[config.mk]
export PLATFORM = sky130hd
export DESIGN_NAME = barrel_shift_pipe
export DESIGN_NICKNAME = d
export VERILOG_FILES = /design/src/rtl/barrel_shift_pipe.sv
export SDC_FILE = /design/constraint.sdc
export NUM_CORES = 1
export LEC_CHECK = 0
export CAP_MARGIN = 25
export CORE_ASPECT_RATIO = 0.7
export CORE_MARGIN = 2
export CORE_UTILIZATION = 54
export CTS_CLUSTER_DIAMETER = 50
export DETAILED_ROUTE_END_ITERATION = 16
export GPL_TIMING_DRIVEN = 0
export PLACE_DENSITY = 0.82
export SYNTH_ARGS = -nofsm -noshare
export SYNTH_HDL_FRONTEND = slang
export SYNTH_SLANG_ARGS = --single-unit
[constraint.sdc]
create_clock -name clk -period 2.42 [get_ports clk]
set_clock_uncertainty 0.1 [all_clocks]
set_input_delay 0.484 -clock clk [delete_from_list [all_inputs] [get_ports clk]]
set_output_delay 0.484 -clock clk [all_outputs]
set_load 0.1 [all_outputs]
[src/rtl/barrel_shift_pipe.sv]
// barrel_shift_pipe: two-stage valid/ready pipelined shifter/rotator
// with carry-in/carry-out (LSL, LSR, ASR, ROR).
module barrel_shift_pipe #(
  parameter int WIDTH = 8,
  parameter int AMTW  = 8
) (
  input  logic             clk,
  input  logic             reset,
  input  logic             in_valid,
  output logic             in_ready,
  input  logic [WIDTH-1:0] in_data,
  input  logic [AMTW-1:0]  in_amt,
  input  logic [1:0]       in_mode,
  input  logic             in_cin,
  output logic             out_valid,
  input  logic             out_ready,
  output logic [WIDTH-1:0] out_data,
  output logic             out_cout
);

  localparam int LW = $clog2(WIDTH);
  localparam logic [AMTW-1:0] W_AMT = AMTW'(WIDTH);

  typedef enum logic [1:0] {
    M_LSL = 2'b00,
    M_LSR = 2'b01,
    M_ASR = 2'b10,
    M_ROR = 2'b11
  } mode_e;

  typedef struct packed {
    logic [WIDTH-1:0] data;
    logic [AMTW-1:0]  amt;
    mode_e            mode;
    logic             cin;
  } req_t;

  typedef struct packed {
    logic [WIDTH-1:0] data;
    logic             cout;
  } res_t;

  function automatic logic [WIDTH-1:0] rev(
    input logic [WIDTH-1:0] v
  );
    logic [WIDTH-1:0] r;
    for (int j = 0; j < WIDTH; j++) begin
      r[j] = v[WIDTH-1-j];
    end
    return r;
  endfunction

  logic a_valid;
  logic b_valid;
  logic adv_a;
  logic adv_b;
  req_t a_q;
  res_t b_q;
  res_t res;

  assign adv_b     = !b_valid || out_ready;
  assign adv_a     = !a_valid || adv_b;
  assign in_ready  = adv_a;
  assign out_valid = b_valid;
  assign out_data  = b_q.data;
  assign out_cout  = b_q.cout;

  logic is_lsl;
  logic is_asr;
  logic is_ror;
  logic sign;
  logic fill;
  logic amt_zero;
  logic amt_eq;
  logic amt_gt;
  logic amt_ge;
  logic [LW-1:0]    sh;
  logic [WIDTH-1:0] src;
  logic [WIDTH:0]   net;
  logic [WIDTH-1:0] net_data;

  assign is_lsl   = a_q.mode == M_LSL;
  assign is_asr   = a_q.mode == M_ASR;
  assign is_ror   = a_q.mode == M_ROR;
  assign sign     = a_q.data[WIDTH-1];
  assign fill     = is_asr && sign;
  assign amt_zero = a_q.amt == '0;
  assign amt_eq   = a_q.amt == W_AMT;
  assign amt_gt   = a_q.amt > W_AMT;
  assign amt_ge   = amt_eq || amt_gt;
  assign sh       = a_q.amt[LW-1:0];

  // LSL runs through the right-shift network bit-reversed; the extra
  // low bit carries cin in and collects the last bit shifted out.
  assign src = is_lsl ? rev(a_q.data) : a_q.data;

  for (genvar i = 0; i < LW; i++) begin : g_lvl
    localparam int K = 1 << i;
    logic [WIDTH:0] prv;
    logic [WIDTH:0] nxt;
    logic [K-1:0]   top;
    if (i == 0) begin : g_first
      assign prv = {src, a_q.cin};
    end else begin : g_rest
      assign prv = g_lvl[i-1].nxt;
    end
    assign top = is_ror ? prv[K:1] : {K{fill}};
    assign nxt = sh[i] ? {top, prv[WIDTH:K]} : prv;
  end

  assign net      = g_lvl[LW-1].nxt;
  assign net_data = is_lsl ? rev(net[WIDTH:1])
                           : net[WIDTH:1];

  logic ror_nz;
  logic asr_big;
  logic lin_eq;
  logic lin_gt;

  assign ror_nz  = is_ror && !amt_zero;
  assign asr_big = is_asr && amt_ge;
  assign lin_eq  = !is_ror && !is_asr && amt_eq;
  assign lin_gt  = !is_ror && !is_asr && amt_gt;

  always_comb begin
    res.data = net_data;
    res.cout = net[0];
    unique case (1'b1)
      amt_zero: begin
        res.data = a_q.data;
        res.cout = a_q.cin;
      end
      ror_nz: begin
        res.cout = net_data[WIDTH-1];
      end
      asr_big: begin
        res.data = {WIDTH{sign}};
        res.cout = sign;
      end
      lin_eq: begin
        res.data = '0;
        res.cout = is_lsl ? a_q.data[0] : sign;
      end
      lin_gt: begin
        res.data = '0;
        res.cout = 1'b0;
      end
      default: ;
    endcase
  end

  always_ff @(posedge clk or posedge reset) begin
    if (reset) begin
      a_valid <= 1'b0;
      a_q     <= '0;
    end else if (adv_a) begin
      a_valid <= in_valid;
      if (in_valid) begin
        a_q <= '{data: in_data,
                 amt:  in_amt,
                 mode: mode_e'(in_mode),
                 cin:  in_cin};
      end
    end
  end

  always_ff @(posedge clk or posedge reset) begin
    if (reset) begin
      b_valid <= 1'b0;
      b_q     <= '0;
    end else if (adv_b) begin
      b_valid <= a_valid;
      if (a_valid) begin
        b_q <= res;
      end
    end
  end

endmodule
# After elaboration in Yosys (flattened, before gate mapping)
# Index checks and enable logic that the tools add are counted.
[totals]
register_bits = 30
out_inout_bits = 11
elab_cells = 42
[classes]
magnitude_cmp = 1
eq_ne = 3
mux = 11
n_reduce_logical = 19
[ops]
columns = ["operator", "n"]
rows = [
  ["9-bit two-way mux", 3],
  ["8-bit one-hot mux with 3 select lines", 1],
  ["8-bit two-way mux", 2],
  ["8-bit by 4-bit equality test with 1-bit output (second input constant)", 1],
  ["8-bit by 4-bit greater-than comparator with 1-bit output (second input constant)", 1],
  ["8-bit logical NOT", 1],
  ["1-bit logical AND", 6],
  ["1-bit logical NOT", 5],
  ["1-bit one-hot mux with 5 select lines", 1],
  ["2-bit equality test (second input constant)", 2],
  ["4-bit two-way mux", 1],
  ["2-bit AND reduction", 2],
  ["1-bit logical OR", 3],
  ["2-bit logical NOT", 1],
  ["1-bit two-way mux", 2],
  ["2-bit two-way mux", 1],
  ["2-bit OR reduction", 1],
]

# Longest topological paths before layout
[depth]
depth_word = 10
ltp_mapped = 8
mapped_depth_nobuf = 6

# Worst setup path after synthesis
# No wires, ideal clock.
[synth_timing]
path_kind = "reg2reg"
from = "register b_valid (netlist: out_valid)"
to = "register a_q[16] (netlist bit)"
setup_ns = 0.125
arrival_ns = 3.322
required_time_ns = 2.195
setup_slack_ns = -1.127
path_stages_with_launch = 5
path_cell_list = "dfrtp_1 nand3b_1 nand2_1 clkbuf_1 mux2_2"
[synth_via]
elab_chain_len = 4
[synth_rtl]
columns = ["item", "line", "source"]
rows = [
  ["from (decl)", "54", "logic b_valid;"],
  ["from (signal assigned)", "172", "b_valid <= a_valid;"],
  ["1-bit logical NOT", "61", "assign adv_b = !b_valid || out_ready;"],
  ["1-bit logical OR", "61", ""],
  ["1-bit logical OR", "62", "assign adv_a = !a_valid || adv_b;"],
  ["net in_ready", "10", "output logic in_ready,"],
  ["2-bit AND reduction (no source line)", "n/a", ""],
  ["to (signal assigned)", "159", "a_q <= '{data: in_data,"],
  ["to (decl)", "57", "req_t a_q;"],
]
# The timed path passes the listed nets, and every way through them passes these cells.
# A chain may end at the register's enable or synchronous reset.

# Final worst setup path
[layout_timing]
from = "register b_q (netlist bit out_data[6])"
to = "output port out_data[6]"
[layout_lines]
columns = ["item", "line", "source"]
rows = [
  ["from (decl)", "58", "res_t b_q;"],
  ["from (signal assigned)", "174", "b_q <= res;"],
  ["to (decl)", "17", "output logic [WIDTH-1:0] out_data,"],
]
# No word-level cell between the ends.

==> results_dict.tcl <==
set metrics [dict create \
    ys.flop_type "sky130_fd_sc_hd__dfrtp_1" \
    num_rows 18 \
    buffer_ports.inserted 33 \
    finalNetCount 291 \
    worstSetupEndpointType "primary output" \
    cts.hold.buffers_added 0 \
    ir_drop_v 0.000615 \
    grt.total_usage_pct 28.7 \
    initialDrtViolationCount 291 \
    setup_violations 0 \
    holdPathStages 1 \
    worst_hold_path_type "reg2reg" \
    clk-insertion-delay-late_ns 0.29 \
    number_of_antenna_violations_at_the_first_check_in_global_routing 0 \
    fp.dieW_um 78.6 \
    async_flop_share_pct 100 \
    crit_cells 1 \
    postRouteWirelength_um 6060 \
    area_growth_syn_to_fin_pct 31.8 \
    tritoncts "done" \
    max_stage_delay_ns 1.14 \
    worstPathCellList "clkdlybuf4s50_1" \
    postSynthNetCount 247 \
    post-route-period-util_pct 98.6 \
    multi_input_comb_area_um2 1360 \
    die_height_um 56.2 \
    maxSlewHeadroom_pct 35.5 \
    reg2reg_depth 9 \
    final_period_minus_worst_setup_slack_ns 2.39 \
    yosys.area.top_type_share_pct 35.7 \
    register_area_um2 754 \
    synth_sequential_area_ratio_pct 35.7 \
    drt-vias-per-instance 6.66 \
    worstMarginPinSlew_ns 0.965 \
    drive_above_1_share_pct 24.5 \
    yosys_warnings 0 \
    max_cap_violations 0 \
    detailedPlacementHpwl_um 4390 \
    cp_slowest_cell "sky130_fd_sc_hd__clkdlybuf4s50_1" \
    ys_ff_latch 30 \
    fin_setup_tns_ns 0 \
    power.leakage_nw 1.17 \
    max_freq_mhz 419 \
    crit_fanout 2 \
    finalPower_mw 2.32 \
    cts_root_buf "sky130_fd_sc_hd__clkbuf_8" \
    finalMaxSlewViolations 0 \
    cts_buffer_depth 2 \
    hold_viol 0 \
    largest_net_degree_at_the_start_of_global_routing 24 \
    dieArea_um2 4420 \
    timing.setup.critical_path_class "reg2out" \
    cts-buffers-inserted 5 \
    result_of_the_run "complete, no violations" \
    critical_path_arrival_ns 1.80 \
    worst_ep_required_time_ns 1.84 \
    fp.coreArea_um2 3630 \
    initial_utilization_pct 58.1 \
    detailedRoute.firstPassIterationCount 5 \
    detailed_route_drc_error_count 0 \
    finalWeightedCongestion 1.08 \
    globalRoute.totalOverflow 0 \
    numClockSinks 30 \
    final_core_util_pct 76.6 \
    yosys.area.top_type "sky130_fd_sc_hd__dfrtp_1" \
    mostFrequentLayoutCell "sky130_fd_sc_hd__clkdlybuf4s50_1" \
    layout_common_cells "31 x sky130_fd_sc_hd__clkdlybuf4s50_1, 29 x sky130_fd_sc_hd__dfrtp_1, 21 x sky130_fd_sc_hd__nor2_1" \
    num_antenna_cells 0 \
    synth_area_leaders "sky130_fd_sc_hd__dfrtp_1 36%, sky130_fd_sc_hd__mux2_2 13%, sky130_fd_sc_hd__mux2i_1 6.2%" \
    cts_max_level 2 \
    syn_inst 224 \
    unrepaired_setup_endpoints_after_global_routing "true" \
    first_global_vias 1988 \
    worstPathBufferInverterCount 1 \
    synth.cell_area_um2 2110 \
    critical-path-top-delay-family "buffers and inverters" \
    crit_path_start_kind "flop" \
    power.density_cell_area_nw_per_um2 837 \
    avgSynthCellArea_um2 9.40 \
    avgRoutedWirePerCell_um 19.0 \
    path_clk_slew_ns 0.07 \
    ioPinCount 34 \
    synth_edf_count 0 \
    vias 2125 \
    fill_cells 262 \
    global_route_wire_length_before_repair_um 9890 \
    distinct_cell_type_count_after_synthesis 50 \
    drtAntennaViolNets 0 \
]
## cell type report
class | instances | share of cell area (%)
Timing Repair Buffer | 38 | 14.0
Clock buffer | 6 | 2.97
Tap cell | 50 | 2.25
Inverter | 6 | 0.811
Sequential cell | 30 | 27.2
Buffer | 14 | 3.29
Multi-Input combinational cell | 173 | 49.0
Clock inverter | 2 | 0.451
## synth_stat cells (3+ instances only)
library cell / number
sky130_fd_sc_hd__dfrtp_1: 30
sky130_fd_sc_hd__mux2_2: 24
sky130_fd_sc_hd__nor2_1: 22
sky130_fd_sc_hd__mux2i_1: 13
sky130_fd_sc_hd__nand2_1: 13
sky130_fd_sc_hd__o21ai_0: 11
sky130_fd_sc_hd__clkbuf_1: 8
sky130_fd_sc_hd__a21oi_1: 7
sky130_fd_sc_hd__nor3_1: 7
sky130_fd_sc_hd__a31oi_1: 6
sky130_fd_sc_hd__buf_2: 6
sky130_fd_sc_hd__inv_1: 5
sky130_fd_sc_hd__nand3_1: 5
sky130_fd_sc_hd__and2_1: 4
sky130_fd_sc_hd__and3b_1: 4
sky130_fd_sc_hd__o21a_1: 4
sky130_fd_sc_hd__o22ai_1: 4
sky130_fd_sc_hd__a211oi_1: 3
sky130_fd_sc_hd__a221oi_1: 3
sky130_fd_sc_hd__nand2b_1: 3
## through the flow
| stage | std cells | instance area [um^2] | hold WS (ns) | setup slack (ns) |
|---|---|---|---|---|
| 3_5_place_dp | 308 | 2600 | 0.372 | -0.462 |
| 2_1_floorplan | 224 | 2180 | 0.349 | -0.240 |
| 5_1_grt | 319 | 2780 | 0.430 | -0.0764 |
| 6_report | 319 | 2780 | 0.383 | 0.0331 |
| 3_3_place_gp | 307 | 2570 | 0.358 | -0.464 |
| 4_1_cts | 316 | 2710 | 0.387 | 0.00339 |
## state kept, by name, indices dropped and copies added, names as in the netlist
name       flops
out_data       8
out_valid      1
out_cout       1
a_valid        1
a_q           19
## power by group
part           total (mW)  internal [mW]  switching [mW]
registers           0.683          0.593          0.0903
logic                1.21          0.432           0.782
clock network       0.427          0.228           0.199
## worst paths after layout
| path | start | end | slack (ns) |
|---|---|---|---|
| setup / recovery | out_data[6]$_DFFE_PP0P_ | out_data[6] | 0.03 |
| hold / removal | a_valid$_DFFE_PP0N_ | out_valid$_DFFE_PP0P_ | 0.38 |
| setup reg to reg | a_q[2]$_DFFE_PP0P_ | out_data[2]$_DFFE_PP0P_ | 0.05 |
| hold reg to reg | a_valid$_DFFE_PP0N_ | out_valid$_DFFE_PP0P_ | 0.38 |
| max in group asynchronous | reset | out_valid$_DFFE_PP0P_ | 1.37 |
| min in group asynchronous | reset | out_data[1]$_DFFE_PP0P_ | 0.39 |
## timing repair
action	4_1_cts	5_1_grt
endpoints found under the setup margin	2	9
resized for setup	6	13
buffers inserted	0	3
pin swaps	0	2
## kinds of logic (layout without fill, tap and decap cells)
group                  count (synthesis)  after routing  share of synthesized area [%]
AND/OR/NAND/NOR                       77             77                           19.8
flip-flops                            30             30                           35.7
buffers and inverters                 21             66                           4.46
AO/OA/AOI/OAI                         57             57                           19.0
multiplexers                          39             39                           21.2
## routing by layer
layer	share of wire [%]	GRT usage, %
met1	41	41.5
met5	0	0
met4	4.1	11.0
met3	12	7.63
met2	43	40.8
(Power assumes the default switching activity.)
